### src/rtl/shared_reg_arbiter.sv
`default_nettype none
// ============================================================================
//  Module   : shared_reg_arbiter
//  Purpose  : One WIDTH-bit D-type register shared by NREQ requesters.
//             Round-robin arbitration with a request / grant / ack handshake.
//             Each tenure lasts at most MAX_HOLD grant cycles. Only the
//             current owner may write the register.
//  Ports    :
//    clk    in   1           rising-edge clock
//    reset  in   1           synchronous active-high reset
//    req    in   NREQ        per-requester level request, held until done
//    wr     in   NREQ        per-requester write strobe (owner only)
//    wdata  in   NREQ*WIDTH  packed write data, lane i = [i*WIDTH +: WIDTH]
//    gnt    out  NREQ        registered one-hot grant, zero when no owner
//    ack    out  NREQ        registered one-cycle write-commit pulse
//    q      out  WIDTH       stored register value
//    qbar   out  WIDTH       bitwise complement of q
//    busy   out  1           high while a requester owns the register
//  Revision : 1.0 - initial release
// ============================================================================
module shared_reg_arbiter #(
  parameter int NREQ     = 4,
  parameter int WIDTH    = 8,
  parameter int MAX_HOLD = 8
) (
  input  logic                  clk,
  input  logic                  reset,
  input  logic [NREQ-1:0]       req,
  input  logic [NREQ-1:0]       wr,
  input  logic [NREQ*WIDTH-1:0] wdata,
  output logic [NREQ-1:0]       gnt,
  output logic [NREQ-1:0]       ack,
  output logic [WIDTH-1:0]      q,
  output logic [WIDTH-1:0]      qbar,
  output logic                  busy
);

  localparam int PW = $clog2(NREQ);
  localparam int HW = $clog2(MAX_HOLD);

  localparam logic [PW-1:0] c_PTR_RESET = PW'(NREQ - 1);
  localparam logic [HW-1:0] c_HOLD_LAST = HW'(MAX_HOLD - 1);

  typedef enum logic [1:0] {
    S_IDLE = 2'd0,
    S_OWN  = 2'd1,
    S_GAP  = 2'd2
  } state_t;

  // --------------------------------------------------------------------------
  // Registers
  // --------------------------------------------------------------------------
  state_t            r_state;
  logic [NREQ-1:0]   r_gnt;
  logic [NREQ-1:0]   r_ack;
  logic [WIDTH-1:0]  r_q;
  logic [PW-1:0]     r_ptr;
  logic [PW-1:0]     r_owner;
  logic [HW-1:0]     r_hold;

  // --------------------------------------------------------------------------
  // Next-state wires
  // --------------------------------------------------------------------------
  state_t            w_state_nxt;
  logic [NREQ-1:0]   w_gnt_nxt;
  logic [NREQ-1:0]   w_ack_nxt;
  logic [WIDTH-1:0]  w_q_nxt;
  logic [PW-1:0]     w_ptr_nxt;
  logic [PW-1:0]     w_owner_nxt;
  logic [HW-1:0]     w_hold_nxt;

  // Arbitration result
  logic              w_found;
  logic [PW-1:0]     w_win;
  logic [PW-1:0]     w_idx;

  // Write data split into per-requester lanes
  logic [WIDTH-1:0]  w_lane [NREQ];

  for (genvar gi = 0; gi < NREQ; gi++) begin : g_lane
    assign w_lane[gi] = wdata[gi*WIDTH +: WIDTH];
  end

  // --------------------------------------------------------------------------
  // Round-robin search: first asserted req at ptr+1, ptr+2, ... mod NREQ.
  // Searching up to k = NREQ lets the previous owner win only when it is
  // the sole requester.
  // --------------------------------------------------------------------------
  always_comb begin
    w_found = 1'b0;
    w_win   = '0;
    w_idx   = '0;
    for (int k = 1; k <= NREQ; k++) begin
      w_idx = PW'((32'(r_ptr) + 32'(k)) % 32'(NREQ));
      if (!w_found && req[w_idx]) begin
        w_found = 1'b1;
        w_win   = w_idx;
      end
    end
  end

  // --------------------------------------------------------------------------
  // Next-state / output logic
  // --------------------------------------------------------------------------
  always_comb begin
    w_state_nxt = r_state;
    w_gnt_nxt   = r_gnt;
    w_ack_nxt   = '0;
    w_q_nxt     = r_q;
    w_ptr_nxt   = r_ptr;
    w_owner_nxt = r_owner;
    w_hold_nxt  = r_hold;

    case (r_state)
      S_IDLE: begin
        if (w_found) begin
          w_state_nxt = S_OWN;
          w_gnt_nxt   = NREQ'(1) << w_win;
          w_owner_nxt = w_win;
          w_hold_nxt  = '0;
        end
      end

      S_OWN: begin
        if (!req[r_owner]) begin
          // Owner is done; a write strobe alongside a dropped req is ignored.
          w_state_nxt = S_GAP;
          w_gnt_nxt   = '0;
          w_ptr_nxt   = r_owner;
        end else begin
          if (wr[r_owner]) begin
            w_q_nxt   = w_lane[r_owner];
            w_ack_nxt = NREQ'(1) << r_owner;
          end
          if (r_hold == c_HOLD_LAST) begin
            // Forced release; a write in this final cycle still commits.
            w_state_nxt = S_GAP;
            w_gnt_nxt   = '0;
            w_ptr_nxt   = r_owner;
          end else begin
            w_hold_nxt = r_hold + HW'(1);
          end
        end
      end

      S_GAP: begin
        w_state_nxt = S_IDLE;
      end

      default: begin
        w_state_nxt = S_IDLE;
        w_gnt_nxt   = '0;
      end
    endcase
  end

  // --------------------------------------------------------------------------
  // State register
  // --------------------------------------------------------------------------
  always_ff @(posedge clk) begin
    if (reset) begin
      r_state <= S_IDLE;
      r_gnt   <= '0;
      r_ack   <= '0;
      r_q     <= '0;
      r_ptr   <= c_PTR_RESET;
      r_owner <= '0;
      r_hold  <= '0;
    end else begin
      r_state <= w_state_nxt;
      r_gnt   <= w_gnt_nxt;
      r_ack   <= w_ack_nxt;
      r_q     <= w_q_nxt;
      r_ptr   <= w_ptr_nxt;
      r_owner <= w_owner_nxt;
      r_hold  <= w_hold_nxt;
    end
  end

  assign gnt  = r_gnt;
  assign ack  = r_ack;
  assign q    = r_q;
  assign qbar = ~r_q;
  assign busy = (r_state == S_OWN);

endmodule
`default_nettype wire

### config.mk
export PLATFORM = sky130hd
export DESIGN_NAME = shared_reg_arbiter
export DESIGN_NICKNAME = d
export VERILOG_FILES = /design/src/rtl/shared_reg_arbiter.sv
export SDC_FILE = /design/constraint.sdc
export NUM_CORES = 1
export LEC_CHECK = 0
export ABC_CLOCK_PERIOD_IN_PS = 1700
export CAP_MARGIN = 20
export CORE_UTILIZATION = 42
export CTS_BUF_LIST = sky130_fd_sc_hd__clkbuf_8
export CTS_CLUSTER_DIAMETER = 150
export CTS_CLUSTER_SIZE = 14
export DETAILED_ROUTE_END_ITERATION = 8
export GPL_ROUTABILITY_DRIVEN = 0
export PLACE_DENSITY = 0.82
export SYNTH_ARGS = -nofsm -noshare
export SYNTH_HDL_FRONTEND = slang
export SYNTH_SLANG_ARGS = --single-unit
### constraint.sdc
create_clock -name clk -period 1.7 [get_ports clk]
set_input_delay 0.34 -clock clk [delete_from_list [all_inputs] [get_ports clk]]
set_output_delay 0.34 -clock clk [all_outputs]
set_load 0.01 [all_outputs]
# Word-level counts from Yosys, hierarchy flattened

Index checks and enable logic that the tools add are counted.

Input bits: 42
Logic and storage cells: 86
Output and inout bits: 25
Bits in registers: 25

Reduce and logical (&&, ||, !) cells: 15
Multiplexer cells: 37
Shift operators: 2
Bitwise gates (word level): 6
Order comparisons: 6
Eq/ne operators: 8
$add $sub $neg: 5

Operators by type and width:

| operator              | count |
|---|---|
| $mux W2               | 9 |
| $bmux W8 S2           | 1 |
| $mux W8               | 2 |
| $lt A2 B3 Y1 const B  | 5 |
| $bmux W1 S2           | 6 |
| $mux W4               | 3 |
| $pmux W4 S3           | 1 |
| $mux W1               | 10 |
| $mux W3               | 3 |
| $not A8 Y8            | 1 |
| $shl A1 B2 Y4 const A | 2 |
| $pmux W3 S2           | 1 |
| $reduce_and A2 Y1     | 3 |
| $reduce_and A3 Y1     | 2 |
| $add A2 B1 Y2 const B | 2 |
| $add A2 B2 Y2 const B | 2 |
| $ne A2 B1 Y1 const B  | 2 |
| $ne A2 B2 Y1 const B  | 2 |
| $not A1 Y1            | 4 |
| $pmux W2 S2           | 1 |
| $reduce_and A4 Y1     | 1 |
| $reduce_or A4 Y1      | 1 |
| $add A3 B1 Y3 const B | 1 |
| $eq A3 B3 Y1 const B  | 1 |
| 9 further kinds       | 13 |

# Logic depth before layout (Yosys ltp)

Gate-level depths: netlist (run 1).

Depth after elaboration: 16
Gate-level depth with buffers: 6
Mapped depth without buffers: 6

# Worst setup path after synthesis (run 1)

Ideal clock, no wire load.

Path kind: flip-flop to flip-flop
Start: reg r_hold[0]
End: reg r_gnt[1] (netlist: gnt[1])
Data arrival time: 1,397 ps
Setup time: 59 ps
Clock period less this slack: 1,457 ps
Required time: 1,641 ps
Slack: 243 ps
Cell stages (with the launch flop): 7
Path buffers: 0
Cells stage by stage: dfxtp_1 > ha_1 > ha_1 > nor2b_1 > a22oi_4 > o31ai_4 > a22o_1

Word-level cells in the longest chain between the ends: 3

Ends and longest elaborated chain:

| what                               | RTL line | RTL |
|---|---|---|
| start: declaration                 | 59       | `logic [HW-1:0] r_hold;` |
| start signal: assignment           | 176      | `r_hold <= w_hold_nxt;` |
| $eq A3 B3 Y1                       | 135      | `if (r_hold == c_HOLD_LAST) begin` |
| $ne A3 B2 Y1 (no source line)      | n/a      |  |
| $reduce_and A3 Y1 (no source line) | n/a      |  |
| end signal: assignment             | 171      | `r_gnt <= w_gnt_nxt;` |
| end: declaration                   | 54       | `logic [NREQ-1:0] r_gnt;` |

Every way passes these cells.
A chain may end at the register's enable or synchronous reset.

# Final worst setup path (run 1)

Start: reg r_hold[1]
End: reg r_ptr[0]

Word-level cells in the longest chain between the ends: 3

Ends and longest elaborated chain:

| what                               | RTL line | RTL |
|---|---|---|
| $eq A3 B3 Y1                       | 135      |  |
| $ne A2 B1 Y1 (no source line)      | n/a      |  |
| $reduce_and A2 Y1 (no source line) | n/a      |  |
| end signal: assignment             | 166      | `r_ptr <= c_PTR_RESET;` |
| end signal: assignment             | 174      | `r_ptr <= w_ptr_nxt;` |
| end: declaration                   | 57       | `logic [PW-1:0] r_ptr;` |

Every way passes these cells.

==> results.yml, run 1 <==
final_layout:
  drive_gt1_share_pct: 18.1
  area_growth_pct: 61.1
  antennaDiodeCount: 0
  fin_nets: 266
cts:
  insertion_delay_ps: 270
  htreeDepth: 1
  cts_buffer_depth: 2
  cts_tree: "done"
  numClockSinks: 25
  cts_buffers: 3
  cts.root.buffer_cell: "clkbuf_8"
  clk_pin_slew_ps: 90
  holdBufCountCts: 0
sta:
  fmax_ghz: 0.592
  period_minus_slack_ps: 1690
  fin_setup_tns_ps: 0
  worst_pin_slew_ps: 380
  hold_viol_final: 0
  max_slew_margin_pct: 74.6
  period_share_pct: 99.4
  slew_viol_final: 0
  rsz0062_at_grt: "false"
  fin_ws_ps: 10.8
  skew_ps: 5.58
  setup_viol: 0
synth:
  ys_seq_area_share_pct: 35.9
  ys_warn_count: 0
  synth-async-reset-ratio_pct: 0
  synth_edf_count: 0
  netlist_top_cells_area: "dfxtp_1, mux4_2, a21oi_1"
  yosysTopAreaCell: "dfxtp_1"
  synth_flop_cell: "dfxtp_1"
  synth_area_um2: 1390
  synth_nets: 188
  synthTopCellsByCount: "dfxtp_1, a21oi_1, inv_1, o21ai_0"
  synth_most_common_cell: "dfxtp_1"
  ys_ff_latch: 25
  synth.distinct_cells: 41
  yosysTopAreaCellShare_pct: 35.9
  syn_area_per_cell_um2: 9.68
  syn_inst: 144
outcome:
  status: "complete, no violations"
die:
  num_rows: 20
  start_util_pct: 44.9
  die_x_um: 59.6
  coreArea_um2: 3100
  die_height_um: 59.6
  dieArea_um2: 3550
  ios: 67
global_routing:
  grt_first_pass_wirelength_um: 7330
  grt_max_degree: 22
  antenna_found_initial: 0
  overflow: 0
  grt_pass1_vias: 1529
  grt_usage_pct: 28.1
worst_setup_path:
  crit_path_end_kind: "flip-flop"
  r2r_slack_ps: 10
  cp_cell_sequence: "ha_1 > ha_2 > nor2b_2 > a22o_1 > buf_4 > o21ai_0 > o211ai_1"
  cp_top_family: "compound AO/OA/AOI/OAI gates"
  crit_buf_inv: 1
  slowest_stage: "dfxtp_1"
  critPathKind: "reg -> reg"
  worst-path-max-fanout: 5
  start_kind: "flip-flop"
  required_ps: 1860
  critPathMaxStageDelay_ps: 370
  arrival_ps: 1850
drt:
  drc: 0
  wl_per_cell_um: 17.1
  drt-pass1-iter-count: 4
  route.detailed.vias_per_inst: 5.62
  drt-initial-drc-count: 81
  ant_nets: 0
  wl_um: 4530
  vias: 1490
pwr:
  power.density_nw_per_um2: 748
  ir_worst_vdd_mv: 0.545
  leakagePower_nw: 0.821
job:
  maxCapViolCount: 0
worst_hold_path:
  holdCritPathClass: "reg -> reg"
placement:
  hpwl_um: 3690
  post-place-ws_ps: -343
  port_buffers: 66
## routing by layer
layer,vias up,track usage (%),wire length (um)
li1,691,-,-
met1,720,31.6,1750
met2,66,53.3,2460
met3,13,5.24,207
met4,0,8.31,112
met5,-,0,0
## timing repair
action                                  4_1_cts  5_1_grt
hold endpoints to repair                      0        0
buffers inserted                              0        1
gates resized for setup                       4        9
endpoints found under the setup margin        3       19
pin swaps                                     0        1
## area by class of cell
cell class	instances	area [um2]
fill	248	857
multi-input combinational	101	836
timing repair buffer	79	759
sequential	25	502
tap	44	55.1
inverter	12	45.0
clock buffer	3	41.3
clock inverter	1	7.51
## path summary, 6_finish.rpt
kind                   from        end  depth (start not counted)
setup / recovery  r_hold[1]   r_ptr[0]                          7
setup reg to reg  r_hold[1]   r_ptr[0]                          7
hold reg to reg   r_hold[0]  r_hold[0]                          1
hold / removal    r_hold[0]  r_hold[0]                          1
## layout by cell type, fill, tap and decap left out, types with 2 or more instances in the layout
cell type,netlist,layout
clkdlybuf4s50_1,0,61
dfxtp_1,25,24
buf_4,1,13
a21oi_1,12,12
inv_1,11,11
mux4_2,10,10
nand3_1,10,10
o21ai_0,11,9
nand2_1,7,7
nor2_1,6,5
nand2b_1,5,4
and2_1,4,4
o211ai_1,4,4
o21ai_1,1,3
nor4_1,4,3
clkbuf_8,0,3
dlygate4sd2_1,0,3
nor4_2,1,2
a22o_1,2,2
o2bb2ai_1,2,2
dlymetal6s2s_1,0,2
## kinds of logic (layout without fill, tap and decap cells)
logic type | Yosys count | after routing | share of synthesized area (%)
DFF | 25 | 25 | 35.9
adders and majority gates | 2 | 2 | 1.80
buffers and inverters | 18 | 95 | 5.30
and+or+nand+nor | 43 | 43 | 16.8
AOI/OAI and AO/OA | 43 | 43 | 21.5
muxes | 13 | 13 | 18.8
## power breakdown
group / internal, W / leakage, nW / switching [W] / total, W
Combinational: 0.000344 / 0.595 / 0.000296 / 0.000640
Sequential: 0.000631 / 0.204 / 0.0000449 / 0.000676
Clock: 0.000166 / 0.0217 / 0.000198 / 0.000365
Total: 0.00114 / 0.821 / 0.000539 / 0.00168
## stage by stage
step                      total power (W)  utilization [%]  hold slack [ps]  instances  instance area, um2
after floorplan                   0.00101                -              446        144                1390
after global placement            0.00128             70.0              447        260                2170
after detailed placement          0.00131             70.0              456        260                2170
after CTS                         0.00166             71.4              482        264                2220
after global routing              0.00176             72.4              496        265                2250
final                             0.00168             72.4              462        265                2250
## registers in the layout (all words and copies together), names as in the netlist
name and flops:
r_owner 2, ack 4, gnt 4, r_state 2, q 8, r_hold 3
r_ptr 2
No activity file was read; power rests on OpenSTA's default activity.
==> inputs of run 2 (changes only) <==
--- a/config.mk
+++ b/config.mk
@@ -13,6 +13,7 @@
 export CTS_CLUSTER_SIZE = 14
 export DETAILED_ROUTE_END_ITERATION = 8
 export GPL_ROUTABILITY_DRIVEN = 0
+export GPL_TIMING_DRIVEN = 0
 export PLACE_DENSITY = 0.82
 export SYNTH_ARGS = -nofsm -noshare
 export SYNTH_HDL_FRONTEND = slang
==> run 2 against run 1 <==
Compared with the run above:
- clock power is 1% higher
- die area did not move
- maximum frequency up 4.6%
- power is 1.8% lower
- highest routed layer unchanged
==> results.yml, run 2 (synthesized netlist as in run 1, its figures left out) <==
drt:
  drt-initial-drc-count: 61
  vias: 1458
  drt-pass1-iter-count: 4
  ant_nets: 0
  wl_um: 4250
  drc: 0
  wl_per_cell_um: 16.3
  route.detailed.vias_per_inst: 5.61
global_routing:
  overflow: 0
  grt_first_pass_wirelength_um: 6790
  grt_use_met3_pct: 4.37
  grt_pass1_vias: 1398
  use_met1_pct: 31.2
  grt_max_degree: 16
  top_usage_layer: "met2"
  grt_usage_pct: 26.1
  use_met2_pct: 46.4
  antenna_found_initial: 0
sta:
  hold_viol_final: 0
  max_slew_margin_pct: 68.2
  worst_pin_slew_ps: 478
  setup_viol: 0
  period_minus_slack_ps: 1610
  slew_viol_final: 0
  fmax_ghz: 0.619
  skew_ps: 11.2
  period_share_pct: 95.0
  timing.hold.ws_ps: 479
final_layout:
  largest_register_ffs: 8
  drive_gt1_share_pct: 16.7
  antennaDiodeCount: 0
  area_growth_pct: 56.8
  fin_nets: 261
  final_cell_mix: "clkdlybuf4s50_1, dfxtp_1, a21oi_1"
  final_common_cell: "clkdlybuf4s50_1"
  layoutNonFillerInstCount: 260
  post-route-util_pct: 70.4
die:
  dieArea_um2: 3550
  die_x_um: 59.6
  num_rows: 20
  ios: 67
  coreArea_um2: 3100
  start_util_pct: 44.9
  die_height_um: 59.6
cts:
  cts_buffer_depth: 2
  cts.root.buffer_cell: "clkbuf_8"
  numClockSinks: 25
  htreeDepth: 1
  clk_pin_slew_ps: 100
  cts_tree: "done"
  cts_buffers: 3
  insertion_delay_ps: 280
worst_setup_path:
  cp_cell_sequence: "clkdlybuf4s50_1 > nand2_1 > mux4_2 > o21ai_0 > a21oi_1"
  arrival_ps: 1750
  crit_path_end_kind: "flip-flop"
  cp_top_family: "multiplexers"
  crit_buf_inv: 1
  timing.rr.start: "r_hold[0]"
  critPathMaxStageDelay_ps: 570
  cp-startpoint: "wr[0]"
  worst-path-max-fanout: 8
  slowest_stage: "mux4_2"
  required_ps: 1840
  critPathKind: "in -> reg"
  start_kind: "input pin"
job:
  maxCapViolCount: 0
pwr:
  power.density_nw_per_um2: 755
  ir_worst_vdd_mv: 0.446
  leakagePower_nw: 0.768
  total_power_w: 0.00165
worst_hold_path:
  holdCritPathClass: "reg -> reg"
  hp-start: "r_hold[0]"
outcome:
  status: "complete, no violations"
placement:
  port_buffers: 66
  hpwl_um: 3430
  dp.cells: 254
-- run 2: path summary, 6_finish.rpt --
path / slack [ps] / cells after the start / endpoint
max reg2reg: 110 / 6 / r_hold[0]
min: 480 / 1 / r_hold[0]
min reg2reg: 480 / 1 / r_hold[0]
max: 90 / 5 / q[1]
-- run 2: layer usage --
| metal | routed length (um) | vias up |
|---|---|---|
| li1 | - | 682 |
| met4 | 126 | 0 |
| met2 | 2270 | 54 |
| met1 | 1640 | 709 |
| met5 | 0 | - |
| met3 | 208 | 13 |
-- run 2: repair_timing --
item                                    4_1_cts  5_1_grt
buffers inserted                              0        2
hold buffers                                  0        0
endpoints found under the setup margin       17        8
resized for setup                            12        7
pin swaps                                     0        1
-- run 2: where the power goes --
part | internal [W] | switching (W)
sequential | 0.000633 | 0.0000453
clock | 0.000166 | 0.000203
combinational | 0.000322 | 0.000281
total | 0.00112 | 0.000529
-- run 2: stage by stage --
stage / area (um2) / setup slack, ps / setup TNS [ps]
after floorplan: 1390 / 243 / 0
after global placement: 2110 / -278 / -6140
after detailed placement: 2110 / -374 / -7640
after CTS: 2170 / 7.45 / 0
after global routing: 2190 / -0.933 / -0.933
final: 2190 / 85.3 / 0
-- run 2: final cells by class --
type	count	area (um2)
Tap cell	44	55.1
Sequential cell	25	505
Multi-Input combinational cell	101	835
Clock inverter	1	7.51
Inverter	12	45.0
Timing Repair Buffer	68	666
Fill cell	267	917
Buffer	6	31.3
Clock buffer	3	41.3
